$ cat config.mk
export PLATFORM = sky130hd
export DESIGN_NAME = cmd_monitor
export DESIGN_NICKNAME = d
export VERILOG_FILES = /design/src/rtl/cmd_monitor_pkg.sv /design/src/rtl/cmd_reply_tx.sv /design/src/rtl/cmd_monitor.sv
export SDC_FILE = /design/constraint.sdc
export NUM_CORES = 1
export LEC_CHECK = 0
export ABC_AREA = 1
export ABC_CLOCK_PERIOD_IN_PS = 4660
export CORE_MARGIN = 8
export CORE_UTILIZATION = 62
export CTS_BUF_LIST = sky130_fd_sc_hd__clkbuf_16
export DETAILED_ROUTE_END_ITERATION = 10
export PLACE_DENSITY = 0.85
export SLEW_MARGIN = 20
export SYNTH_ARGS = -nofsm -noshare
export SYNTH_HDL_FRONTEND = slang
export SYNTH_SLANG_ARGS = --single-unit
$ cat constraint.sdc
create_clock -name clock -period 4.66 [get_ports clock]
set_input_delay 0.699 -clock clock [delete_from_list [all_inputs] [get_ports clock]]
set_output_delay 0.699 -clock clock [all_outputs]
set_load 0.02 [all_outputs]
$ cat src/rtl/cmd_monitor_pkg.sv
// Shared types, command characters, canned replies and ASCII/hex helpers for the
// serial command monitor.
package cmd_monitor_pkg;

    typedef enum logic [2:0] {
        ST_IDLE,
        ST_HALT_REQ,
        ST_HALT_WAIT,
        ST_ADDR,
        ST_MEM_RD,
        ST_MEM_WAIT,
        ST_REPLY
    } state_t;

    typedef enum logic [1:0] {
        TX_IDLE,
        TX_SEND,
        TX_GAP
    } tx_state_t;

    localparam logic [7:0] CMD_HALT   = 8'h68;  // 'h'
    localparam logic [7:0] CMD_GO     = 8'h67;  // 'g'
    localparam logic [7:0] CMD_STATUS = 8'h73;  // 's'
    localparam logic [7:0] CMD_READ   = 8'h72;  // 'r'
    localparam logic [7:0] CH_LF      = 8'h0A;
    localparam logic [7:0] CH_CR      = 8'h0D;

    // data[0] is transmitted first
    typedef struct packed {
        logic [2:0][7:0] data;
        logic [1:0]      len;
    } reply_t;

    localparam reply_t RPL_OK = '{data: {CH_LF, 8'h4B, 8'h4F}, len: 2'd3};
    localparam reply_t RPL_TO = '{data: {CH_LF, 8'h4F, 8'h54}, len: 2'd3};
    localparam reply_t RPL_H  = '{data: {8'h00, CH_LF, 8'h48}, len: 2'd2};
    localparam reply_t RPL_R  = '{data: {8'h00, CH_LF, 8'h52}, len: 2'd2};
    localparam reply_t RPL_E  = '{data: {8'h00, CH_LF, 8'h45}, len: 2'd2};
    localparam reply_t RPL_Q  = '{data: {8'h00, CH_LF, 8'h3F}, len: 2'd2};

    // Returns {valid, nibble}; accepts 0-9, a-f, A-F.
    function automatic logic [4:0] ascii_to_nibble(input logic [7:0] c);
        if (c >= 8'h30 && c <= 8'h39) return {1'b1, 4'(c - 8'h30)};
        if (c >= 8'h61 && c <= 8'h66) return {1'b1, 4'(c - 8'h57)};
        if (c >= 8'h41 && c <= 8'h46) return {1'b1, 4'(c - 8'h37)};
        return 5'b0;
    endfunction

    function automatic logic [7:0] nibble_to_ascii(input logic [3:0] n);
        return (n < 4'd10) ? (8'h30 + {4'h0, n}) : (8'h37 + {4'h0, n});
    endfunction

endpackage

$ cat src/rtl/cmd_reply_tx.sv
// Reply transmitter: holds up to three reply bytes and hands them one at a time
// to the UART transmitter, stepping only on tick-enabled edges.
module cmd_reply_tx
    import cmd_monitor_pkg::*;
(
    input  logic            clock,
    input  logic            reset_n,
    input  logic            tick,
    input  logic            load,
    input  logic [2:0][7:0] reply_data,
    input  logic [1:0]      reply_len,
    input  logic            send_strobe,
    output logic [7:0]      send_data,
    output logic            data_avail,
    output logic            done,
    output tx_state_t       tx_state
);

    // Handshake: send_data and data_avail rise together and hold until a rising
    // edge of send_strobe is seen on a tick; data_avail then stays low for one
    // full tick before the next byte is presented.
    logic [2:0][7:0] buf_q;
    logic [1:0]      len_q;
    logic [1:0]      idx;
    logic            send_prev;
    logic            send_edge;

    assign send_edge = tick & send_strobe & ~send_prev;

    always_ff @(posedge clock or negedge reset_n) begin
        if (!reset_n) begin
            buf_q      <= '0;
            len_q      <= '0;
            idx        <= '0;
            send_prev  <= 1'b0;
            send_data  <= '0;
            data_avail <= 1'b0;
            done       <= 1'b0;
            tx_state   <= TX_IDLE;
        end else if (tick) begin
            send_prev <= send_strobe;
            done      <= 1'b0;
            case (tx_state)
                TX_IDLE: begin
                    if (load) begin
                        buf_q      <= reply_data;
                        len_q      <= reply_len;
                        idx        <= 2'd0;
                        send_data  <= reply_data[0];
                        data_avail <= 1'b1;
                        tx_state   <= TX_SEND;
                    end
                end
                TX_SEND: begin
                    if (send_edge) begin
                        data_avail <= 1'b0;
                        if (idx == len_q - 2'd1) begin
                            done     <= 1'b1;
                            tx_state <= TX_IDLE;
                        end else begin
                            idx      <= idx + 2'd1;
                            tx_state <= TX_GAP;
                        end
                    end
                end
                TX_GAP: begin
                    send_data  <= buf_q[idx];
                    data_avail <= 1'b1;
                    tx_state   <= TX_SEND;
                end
                default: tx_state <= TX_IDLE;
            endcase
        end
    end

endmodule

$ cat src/rtl/cmd_monitor.sv
// Serial command monitor: decodes single-letter commands, halts/releases the Z80
// through BUSRQ/BUSAK and reads memory bytes while the CPU is halted.
module cmd_monitor
    import cmd_monitor_pkg::*;
#(
    parameter int DIV_BITS      = 8,
    parameter int ADDR_W        = 16,
    parameter int BUSAK_TIMEOUT = 255,
    parameter int MEM_WAIT      = 2
) (
    input  logic              clock,
    input  logic              reset_n,
    input  logic [7:0]        receive_data,
    input  logic              recv_strobe,
    output logic [7:0]        send_data,
    input  logic              send_strobe,
    output logic              data_avail,
    output logic              busrq_n,
    input  logic              busak_n,
    output logic [ADDR_W-1:0] mem_addr,
    output logic              mem_rd_n,
    input  logic [7:0]        mem_data,
    output logic              halted,
    output state_t            dbg_state,
    output tx_state_t         dbg_tx_state
);

    localparam int NDIG  = ADDR_W / 4;
    localparam int DIG_W = $clog2(NDIG + 1);
    localparam int TO_W  = $clog2(BUSAK_TIMEOUT + 1);
    localparam int WT_W  = $clog2(MEM_WAIT + 1);

    logic [DIV_BITS-1:0] div_cnt;
    logic                tick;
    logic                recv_prev;
    logic                recv_edge;
    state_t              state;
    logic [TO_W-1:0]     to_cnt;
    logic [WT_W-1:0]     wait_cnt;
    logic [DIG_W-1:0]    digit_cnt;
    logic [ADDR_W-1:0]   addr_sr;
    logic [4:0]          nib;
    reply_t              rpl;
    logic                tx_load;
    logic                tx_done;

    assign tick      = &div_cnt;
    assign recv_edge = tick & recv_strobe & ~recv_prev;
    assign nib       = ascii_to_nibble(receive_data);
    assign dbg_state = state;

    always_ff @(posedge clock or negedge reset_n) begin
        if (!reset_n) begin
            div_cnt   <= '0;
            recv_prev <= 1'b0;
            state     <= ST_IDLE;
            to_cnt    <= '0;
            wait_cnt  <= '0;
            digit_cnt <= '0;
            addr_sr   <= '0;
            rpl       <= '0;
            tx_load   <= 1'b0;
            busrq_n   <= 1'b1;
            mem_addr  <= '0;
            mem_rd_n  <= 1'b1;
            halted    <= 1'b0;
        end else begin
            div_cnt <= div_cnt + DIV_BITS'(1);
            if (tick) begin
                recv_prev <= recv_strobe;
                halted    <= ~busrq_n & ~busak_n;
                tx_load   <= 1'b0;
                case (state)
                    ST_IDLE: begin
                        if (recv_edge) begin
                            case (receive_data)
                                CMD_HALT: state <= ST_HALT_REQ;
                                CMD_GO: begin
                                    busrq_n <= 1'b1;
                                    rpl     <= RPL_OK;
                                    tx_load <= 1'b1;
                                    state   <= ST_REPLY;
                                end
                                CMD_STATUS: begin
                                    rpl     <= halted ? RPL_H : RPL_R;
                                    tx_load <= 1'b1;
                                    state   <= ST_REPLY;
                                end
                                CMD_READ: begin
                                    if (halted) begin
                                        addr_sr   <= '0;
                                        digit_cnt <= '0;
                                        state     <= ST_ADDR;
                                    end else begin
                                        rpl     <= RPL_E;
                                        tx_load <= 1'b1;
                                        state   <= ST_REPLY;
                                    end
                                end
                                CH_LF, CH_CR: ;
                                default: begin
                                    rpl     <= RPL_Q;
                                    tx_load <= 1'b1;
                                    state   <= ST_REPLY;
                                end
                            endcase
                        end
                    end
                    ST_HALT_REQ: begin
                        busrq_n <= 1'b0;
                        to_cnt  <= '0;
                        state   <= ST_HALT_WAIT;
                    end
                    ST_HALT_WAIT: begin
                        // The counter reaches BUSAK_TIMEOUT on the same edge busrq_n is released.
                        if (!busak_n) begin
                            rpl     <= RPL_OK;
                            tx_load <= 1'b1;
                            state   <= ST_REPLY;
                        end else if (to_cnt == TO_W'(BUSAK_TIMEOUT - 1)) begin
                            to_cnt  <= TO_W'(BUSAK_TIMEOUT);
                            busrq_n <= 1'b1;
                            rpl     <= RPL_TO;
                            tx_load <= 1'b1;
                            state   <= ST_REPLY;
                        end else begin
                            to_cnt <= to_cnt + TO_W'(1);
                        end
                    end
                    ST_ADDR: begin
                        if (recv_edge) begin
                            if (nib[4]) begin
                                addr_sr <= (addr_sr << 4) | ADDR_W'(nib[3:0]);
                                if (digit_cnt == DIG_W'(NDIG - 1)) state <= ST_MEM_RD;
                                else digit_cnt <= digit_cnt + DIG_W'(1);
                            end else begin
                                addr_sr <= '0;
                                rpl     <= RPL_Q;
                                tx_load <= 1'b1;
                                state   <= ST_REPLY;
                            end
                        end
                    end
                    ST_MEM_RD: begin
                        mem_addr <= addr_sr;
                        mem_rd_n <= 1'b0;
                        wait_cnt <= '0;
                        state    <= ST_MEM_WAIT;
                    end
                    ST_MEM_WAIT: begin
                        if (wait_cnt == WT_W'(MEM_WAIT - 1)) begin
                            mem_rd_n <= 1'b1;
                            rpl      <= '{data: {CH_LF, nibble_to_ascii(mem_data[3:0]),
                                                 nibble_to_ascii(mem_data[7:4])},
                                          len: 2'd3};
                            tx_load  <= 1'b1;
                            state    <= ST_REPLY;
                        end else begin
                            wait_cnt <= wait_cnt + WT_W'(1);
                        end
                    end
                    ST_REPLY: begin
                        if (tx_done) state <= ST_IDLE;
                    end
                    default: state <= ST_IDLE;
                endcase
            end
        end
    end

    cmd_reply_tx u_tx (
        .clock      (clock),
        .reset_n    (reset_n),
        .tick       (tick),
        .load       (tx_load),
        .reply_data (rpl.data),
        .reply_len  (rpl.len),
        .send_strobe(send_strobe),
        .send_data  (send_data),
        .data_avail (data_avail),
        .done       (tx_done),
        .tx_state   (dbg_tx_state)
    );

endmodule
; ---- After elaboration in Yosys (flattened, before gate mapping)
; Index checks and enable logic that the tools add are counted.
; Widths: inputs -> output; s select.
[totals]
out_inout_bits = 33
inputBits = 21
reg_bits = 128
wordCells = 214
[op_classes]
muxes = 87
bitwise = 10
eq_ne = 39
reduce_logical = 30
n_addsub = 13
magnitude_cmp = 9
[op_table]
columns = operator, n
row1 = $pmux 26 s4, 2
row2 = $mux 26, 7
row3 = $mux 16, 5
row4 = $reduce_and 10->1, 6
row5 = $mux 3, 15
row6 = $eq 8x7->1 const B, 4
row7 = $mux 8, 4
row8 = $pmux 16 s2, 1
row9 = $pmux 8 s2, 2
row10 = $mux 5, 6
row11 = $reduce_and 15->1, 2
row12 = $add 6x4->7 const A, 4
row13 = $ne 2x2->1 const B, 14
row14 = $reduce_and 13->1, 2
row15 = $mux 1, 23
row16 = $mux 7, 3
row17 = $pmux 3 s7, 1
row18 = $add 8x1->8 const B, 2
row19 = $bmux 8 s2, 1
row20 = $eq 8x4->1 const B, 2
row21 = $ge 8x7->1 const B, 2
row22 = $le 8x7->1 const B, 2
row23 = $or 16x4->16, 1
row24 = $reduce_and 16->1, 1
row25 = other kinds (40), 76

; ---- Longest topological paths before layout
; Gate-level depths: netlist (run 1).
[logic_depth]
depth_word = 13
mapped_depth = 13
mapped_depth_nobuf = 12

; ---- Hierarchy
; From an unflattened synthesis (run 1), not the netlist that was laid out.
[hier_totals]
cells_unflattened = 824
area_unflattened_um2 = 6284.8
[by_module_without_submodules]
columns = mod, cells_per_inst, area_per_inst_um2, instances
row1 = cmd_monitor, 575, 4362.9, 1
row2 = cmd_reply_tx, 249, 1921.8, 1

; ---- Worst setup path before layout (run 1)
; Ideal clock, no wire load.
[synth_path]
path_kind = input port to flip-flop
start = in receive_data[0]
end = reg rpl[2] in the netlist's numbering
t_required_ps = 4543
setup_slack_ps = 2571
arrival_ps = 1972
path_buffers = 1
path_stages = 13
path_cell_list = inv_1 > ha_1 > nor2_1 > nand2_1 > nand3_1 > nand2_1 > nand2_1 > inv_2 > nor2_4 > nand3_4 > buf_6 > nand2_1 > nand2_1
[synth_between]
elab_chain_cells = 10
[synth_rtl]
columns = item, line_no
row1 = start: declaration, cmd_monitor.sv:13  ; input logic [7:0] receive_data,
row2 = $ge 8x7->1 or $le 8x7->1 (tied branches), cmd_monitor_pkg.sv:45  ; if (c >= 8'h41 && c <= 8'h46) return {1'b1, 4'(c - 8'h37)};
row3 = $logic_and 1x1->1, cmd_monitor_pkg.sv:45
row4 = $mux 1 (2 in a row), cmd_monitor_pkg.sv:45
row5 = $mux 1, cmd_monitor_pkg.sv:44  ; if (c >= 8'h61 && c <= 8'h66) return {1'b1, 4'(c - 8'h57)};
row6 = $mux 5, cmd_monitor_pkg.sv:46  ; return 5'b0;
row7 = $mux 5, cmd_monitor_pkg.sv:45
row8 = $mux 5, cmd_monitor_pkg.sv:44
row9 = $ne 2x2->1 (no line), n/a
row10 = $reduce_and 16->1 (no line), n/a
row11 = end signal: assignment, cmd_monitor.sv:85  ; rpl <= halted ? RPL_H : RPL_R;
row12 = end signal: assignment, cmd_monitor.sv:153  ; rpl <= '{data: {CH_LF, nibble_to_ascii(mem_data[3:0]),
row13 = end: declaration, cmd_monitor.sv:43  ; reply_t rpl;
; Parallel ways exist; a longest one is shown, timed or not. The select of a mux whose other input is x is not followed.
; A chain may end at the register's enable or synchronous reset.

; ---- Final worst setup path (run 1)
[layout_path]
start = in receive_data[0]
end = reg rpl[13] in the netlist's numbering
; Same word-level chain as after synthesis.

==> reports/metrics.csv, run 1 <==
stage,metric,value,unit
run_status,status,"complete, no violations",
worst_setup_path,reg2reg_to,digit_cnt[1],
clocking,cts_root_buf,clkbuf_16,
global_route,grt_pass1_wl,23700,µm
sta,final_max_slew_viol_count,0,
routing,route.detailed.drc,0,
sta,tns,0,ns
synth,synth-main-ff-cell,dfrtp_1,
final_layout,multi_input_area,0.00271,mm²
placed_design,dpl-instance-area,0.00635,mm²
sta,finalSetupViolCount,0,
global_route,grt_antenna_before_repair,0,
synth,synth_warnings,0,
routing,ant_nets,0,
routing,wl,13800,µm
synth,avgSynthCellArea,7.79,µm²
synth,syn-num-nets,781,
floorplanning,die_y,113,µm
global_route,grt_max_degree,85,
sta,rsz0062_at_grt,false,
routing,num_vias,5170,
final_layout,drive_above_1_share,7.56,%
final_layout,final-seq-area,0.00268,mm²
worst_setup_path,required,4.90,ns
sta,fin_hold_ws,0.394,ns
hold_path,hp-class,in2async,
worst_setup_path,critical_path_arrival,3.03,ns
clocking,cts_tree,yes,
clocking,clk_pin_slew,0.07,ns
final_layout,layout_common_cells,"nand2_1 (250), dfrtp_1 (105), inv_1 (71)",
clocking,htree_levels,3,
clocking,worst_skew_pair.late_latency,0.35,ns
synth,synth-seq-cells,107,
worst_setup_path,end_kind,flip-flop,
floorplanning,ios,54,
synth,syn-cell-area,0.00581,mm²
floorplanning,placementRows,35,
worst_setup_path,start_kind,input port,
worst_setup_path,reg2reg_from,div_cnt[0],
sta,hold_viol,0,
sta,worst_pin_slew,0.759,ns
final_layout,final_util,72.8,%
flow_run,cap_viol_max_count,0,
sta,relSlewSlack,49.4,%
pwr,powerDensity,269,mW/mm²
sta,finalClockSkew,0.00787,ns
synth,synth_edf_count,0,
placed_design,dp_hpwl,10000,µm
placed_design,portBuffers,52,
synth,seq_area_frac_synth,46.1,%
floorplanning,start_util,63.5,%
clocking,cts_resized,0,
final_layout,n_fill_cell,697,
global_route,gr-total-overflow,0,
sta,fin_crit,2.79,ns
floorplanning,die_w,113,µm
worst_setup_path,rrSetupSlack,2.02,ns
clocking,cts_sinks,107,
routing,drt_iter0_drc,409,
final_layout,area.growth.synth_to_final,14.6,%
final_layout,fin_area,0.00666,mm²
sta,post-route-period-util,59.8,%
final_layout,diodes,0,
routing,via_per_inst,5.71,
worst_setup_path,critical_path_class,in2reg,
worst_setup_path,r2r_cells,10,
global_route,track_usage,22.8,%
clocking,holdBufCountCts,0,
pwr,p_leak,3.38,nW
clocking,cts_buffers,9,
clocking,cts_buffer_depth,2,
sta,max_freq,359,MHz
clocking,cts_setup_buffers,0,
synth,synth_cell_type_count,44,
routing,drtPass1Iterations,5,
final_layout,mostFrequentLayoutCell,nand2_1,
routing,routedWlPerCell,15.3,µm
synth,async_reset_ff_share,100,%
pwr,ir_worst_vdd,0.205,mV
synth,postSynthCellCount,746,
floorplanning,dieArea,0.0127,mm²
floorplanning,core,0.00915,mm²
final_layout,nets,824,
placed_design,gp_congestion,0.914,
global_route,grt_pass1_vias,4957,
worst_setup_path,cp_max_fo,17,
==> registers in the layout, summed over array words and instances, names as in the netlist, 2 cells and up <==
name,count
addr_sr,16
dbg_state,3
digit_cnt,3
div_cnt,8
mem_addr,16
rpl,16
to_cnt,8
u_tx.buf_q,14
u_tx.idx,2
u_tx.len_q,2
u_tx.send_data,7
u_tx.tx_state,2
wait_cnt,2
==> layout make-up <==
class                   count  share of cell area, %
clock buffers               9                   3.38
repair buffers             53                   7.95
flip-flops and latches    107                   40.2
multi-input cells         541                   40.7
inverters                  77                   4.38
well taps                 111                   2.09
clock inverters             7                   1.22
==> through the flow <==
step | std cells | setup WS, ns | power, mW
2_1_floorplan | 746 | 2.57 | 0.973
3_3_place_gp | 889 | 1.67 | 1.01
3_5_place_dp | 889 | 1.53 | 1.02
4_1_cts | 905 | 1.90 | 1.79
5_1_grt | 905 | 1.63 | 1.84
6_report | 905 | 1.87 | 1.79
==> worst max path at each step <==
| stage | startpoint | cells past startpoint | end | slack (ns) |
|---|---|---|---|---|
| after global placement | receive_data[0] | 13 | rpl[6] | 1.67 |
| after CTS | receive_data[0] | 13 | rpl[13] | 1.90 |
| after global routing | receive_data[0] | 10 | digit_cnt[0] | 1.63 |
| after detailed placement | receive_data[0] | 13 | rpl[2] | 1.53 |
| after floorplan | receive_data[0] | 13 | rpl[2] | 2.57 |
| final | receive_data[0] | 13 | rpl[13] | 1.87 |
==> synthesized netlist by cell type (all sizes together), types with 2 or more instances <==
cell type	number	area, µm²
a221oi	2	17.5
dfrtp	105	2630
mux2	9	101
xor2	3	26.3
o211ai	3	22.5
buf	16	108
nand3	52	300
nand3b	4	30.0
nor2	72	325
dfstp	2	52.6
xnor2	3	26.3
inv	77	292
a22o	2	17.5
nand2	254	968
o31ai	3	22.5
or2	2	12.5
nand4	16	106
clkbuf	5	20.0
o21ai	48	255
nor3	8	51.3
ha	14	175
a22oi	5	37.5
a21oi	32	160
a31oi	5	31.3
==> kinds of logic after synthesis <==
family	count (synthesis)	synth area share, %
adder cells (fa/ha/maj)	14	3.01
buffers and inverters	98	7.21
AND/OR/NAND/NOR	409	31.0
flip-flops	107	46.1
other	1	0.0645
XOR/XNOR	6	0.904
AO/OA/AOI/OAI	102	9.99
multiplexers	9	1.74
==> critical path, stage by stage <==
cell             delay (ns)
clkdlybuf4s50_1        0.56
inv_1                  0.13
ha_1                   0.23
nor2_1                 0.10
nand2_1                0.05
nand3_1                0.20
nand2_1                0.10
nand2_1                0.10
inv_2                  0.15
nor2_4                 0.30
nand3_4                0.23
nand2_1                0.12
nand2_1                0.06
==> layer usage <==
| metal | wire length (µm) | share of wire (%) | vias up | global-route usage, % |
|---|---|---|---|---|
| met5 | 0 | 0 | - | 0 |
| met4 | 229 | 1.7 | 0 | 6.65 |
| met3 | 740 | 5.4 | 22 | 4.85 |
| met2 | 6740 | 49 | 158 | 38.0 |
| met1 | 6120 | 44 | 2480 | 29.2 |
| li1 | - | - | 2510 | - |
==> power by group <==
part	internal (mW)	leakage, nW	switching (mW)
logic	0.0249	1.80	0.0456
clock network	0.427	0.153	0.364
registers	0.928	1.43	0
Note: power is estimated with default switching activity, not from simulation.
==> run 2: changes to the inputs <==
- ABC_CLOCK_PERIOD_IN_PS: 4660 -> 2400
- CORE_UTILIZATION: 62 -> 52
- PLACE_DENSITY: 0.85 -> 0.76
- clock period: 4.66 -> 2.4 ns (I/O delays scaled with it)
==> run 2 against run 1 <==
Against the previous run: via count decreased by 1.7%; sequential share of layout area decreased by 0.70 points; die area increased by 16%; final cell count increased by 4.5%; setup slack got worse by 1.6 ns; routed wire length decreased by 0.86%; clock skew about the same; cell area increased by 1.8%; global-route usage decreased by 3.4 points; critical path depth decreased by 3; sequential power increased by 94%; highest routed layer unchanged.
==> reports/metrics.csv, run 2 (synthesis gave the netlist of run 1 again) <==
stage,metric,value,unit,change
sta,worst_pin_slew,0.569,ns,was 0.759 ns
final_layout,layout_common_cells,"nand2_1 (250), dfrtp_1 (105), inv_1 (71)",,unchanged
pwr,powerDensity,489,mW/mm²,was 269 mW/mm²
clocking,cts_setup_buffers,0,,unchanged
worst_setup_path,cpPeakStageDelay,0.55,ns,was 0.56 ns
sta,final_max_slew_viol_count,0,,unchanged
final_layout,reg.largest.list,"addr_sr (16), mem_addr (16), rpl (16)",,unchanged
sta,tns,0,ns,unchanged
floorplanning,core,0.0109,mm²,was 0.00915 mm²
routing,route.detailed.drc,0,,unchanged
final_layout,diodes,0,,unchanged
global_route,grt_pass1_vias,4882,,was 4957
pwr,p_leak,3.42,nW,was 3.38 nW
run_status,status,"complete, no violations",,unchanged
placed_design,dpl-instance-area,0.00650,mm²,was 0.00635 mm²
pwr,power,3.31,mW,was 1.79 mW
placed_design,portBuffers,52,,unchanged
pwr,p_sw,0.760,mW,was 0.410 mW
routing,wl,13700,µm,was 13800 µm
sta,finalSetupViolCount,0,,unchanged
routing,num_vias,5081,,was 5170
worst_setup_path,critical_path_class,in2reg,,unchanged
worst_setup_path,start_kind,input port,,unchanged
global_route,busiest_layer,met2,,unchanged
floorplanning,ios,54,,unchanged
global_route,grt_pass1_wl,23200,µm,was 23700 µm
routing,drt_iter0_drc,363,,was 409
global_route,met1_usage,25.7,%,was 29.2%
sta,fin_hold_ws,0.457,ns,was 0.394 ns
routing,drtPass1Iterations,5,,unchanged
clocking,clk_pin_slew,0.07,ns,about the same
clocking,cts_buffers,9,,unchanged
sta,max_freq,470,MHz,
routing,ant_nets,0,,unchanged
final_layout,fin_area,0.00678,mm²,was 0.00666 mm²
sta,rsz0062_at_grt,false,,unchanged
global_route,track_usage,19.4,%,was 22.8%
worst_setup_path,cp_common_cell,nand2_1,,unchanged
global_route,grt_antenna_before_repair,0,,unchanged
sta,post-route-period-util,88.6,%,
pwr,ir_worst_vdd,0.335,mV,was 0.205 mV
floorplanning,placementRows,38,,was 35
final_layout,drive_above_1_share,8.56,%,was 7.56%
global_route,grt_max_degree,56,,was 85
hold_path,hp-class,in2async,,unchanged
global_route,gr-total-overflow,0,,unchanged
floorplanning,start_util,53.4,%,was 63.5%
sta,hold_viol,0,,unchanged
sta,finalClockSkew,0.00818,ns,was 0.00787 ns
final_layout,mostFrequentLayoutCell,nand2_1,,unchanged
global_route,grtUsageMet3,3.56,%,was 4.85%
placed_design,dp_hpwl,10300,µm,was 10000 µm
global_route,use_met2,31.1,%,was 38.0%
floorplanning,die_w,122,µm,was 113 µm
pwr,p_int,2.55,mW,was 1.38 mW
worst_setup_path,critical_path_arrival,2.38,ns,was 3.03 ns
sta,relSlewSlack,62.1,%,was 49.4%
floorplanning,dieArea,0.0148,mm²,was 0.0127 mm²
pwr,seq_power_share,54.4,%,was 51.9%
sta,fin_crit,2.13,ns,
clocking,cts_root_buf,clkbuf_16,,unchanged
clocking,cts_sinks,107,,unchanged
worst_setup_path,crit_slowest_cell,clkdlybuf4s50_1,,unchanged
pwr,pwr-share-clk,41.3,%,was 44.2%
floorplanning,die_y,122,µm,was 113 µm
flow_run,cap_viol_max_count,0,,unchanged
clocking,cts_tree,yes,,unchanged
clocking,cts_resized,0,,unchanged
clocking,cts_buffer_depth,2,,unchanged
routing,via_per_inst,5.37,,was 5.71
pwr,switching_share,22.9,%,about the same
worst_setup_path,required,2.65,ns,was 4.90 ns
final_layout,n_fill_cell,943,,was 697
final_layout,nets,837,,was 824
worst_setup_path,end_kind,flip-flop,,unchanged
routing,routedWlPerCell,14.5,µm,was 15.3 µm
placed_design,gp_congestion,0.958,,was 0.914
final_layout,area.growth.synth_to_final,16.6,%,was 14.6%
worst_setup_path,path_cells,clkdlybuf4s50_1 -> ha_1 -> inv_1 -> nor3_1 -> nand2_1 -> nand3_1 -> nand2_1 -> o21a_1 -> nand2_1 -> nand2_1,,was clkdlybuf4s50_1 -> inv_1 -> ha_1 -> nor2_1 -> nand2_1 -> nand3_1 -> nand2_1 -> nand2_1 -> inv_2 -> nor2_4 -> nand3_4 -> nand2_1 -> nand2_1
clocking,htree_levels,3,,unchanged
pwr,p_comb_share,4.4,%,was 3.9%
clocking,worst_skew_pair.late_latency,0.35,ns,about the same
worst_setup_path,cp_max_fo,5,,was 17
run 2: cell types whose count changed in the layout (fill, tap and decap cells not counted), sizes merged:
cell and change:
clkinvlp +1, buf +12, inv -3, dlygate4sd3 +1
clkinv +2, bufinv -1
run 2: critical path: cells and delay by family:
| family | cells | cell delay (ns) |
|---|---|---|
| AND/OR/NAND/NOR | 6 | 0.92 |
| buffers and inverters | 2 | 0.65 |
| adder cells (fa/ha/maj) | 1 | 0.26 |
| AO/OA/AOI/OAI | 1 | 0.19 |
run 2: repair_timing:
action                                  in CTS  in global routing
endpoints found under the setup margin       0                  0
hold endpoints to repair                    24                  0
hold buffers                                 1                  0
run 2: path summary, 6_finish.rpt:
check / from / endpoint / slack, ns / cells past startpoint
worst max-delay path: receive_data[0] / rpl[5] / 0.27 / 10
worst min-delay path: reset_n / to_cnt[3] / 0.46 / 2
worst max register to register: div_cnt[0] / u_tx.buf_q[10] / 0.39 / 7
worst min register to register: rpl[1] / rpl[1] / 0.46 / 2
max in group asynchronous: reset_n / u_tx.send_data[5] / 1.24 / 3
min in group clock: rpl[1] / rpl[1] / 0.46 / 2
run 2: layer usage:
| metal | part of all wire [%] | wire (µm) | vias to the layer above |
|---|---|---|---|
| met5 | 0 | 0 | - |
| met4 | 1.4 | 196 | 0 |
| met3 | 5.9 | 811 | 14 |
| met2 | 47 | 6400 | 142 |
| met1 | 46 | 6300 | 2402 |
| li1 | - | - | 2523 |
run 2: area by class of cell:
cell class | count | area, µm² | area share, %
clock buffer | 9 | 225 | 3.32
clock inverter | 6 | 41.3 | 0.609
inverter | 77 | 292 | 4.30
multi-input combinational | 541 | 2710 | 40.0
sequential | 107 | 2680 | 39.5
tap | 140 | 175 | 2.58
timing repair buffer | 66 | 651 | 9.60
run 2: power by group through the flow:
| stage | combinational (mW) | clock, mW | sequential, mW |
|---|---|---|---|
| after floorplan | 0.0520 | 0 | 1.84 |
| after global placement | 0.139 | 0 | 1.84 |
| after detailed placement | 0.145 | 0 | 1.84 |
| after CTS | 0.147 | 1.39 | 1.80 |
| after global routing | 0.166 | 1.45 | 1.80 |
| final | 0.145 | 1.37 | 1.80 |
run 2: metrics by stage:
| step | util, % | std cells | setup WS [ns] |
|---|---|---|---|
| detailed placement | 59.7 | 930 | 0.0433 |
| CTS | 62.3 | 946 | 0.320 |
| global route | 62.3 | 946 | 0.111 |
| global placement | 59.7 | 930 | 0.100 |
| floorplan | - | 746 | 0.650 |
| finish | 62.3 | 946 | 0.273 |
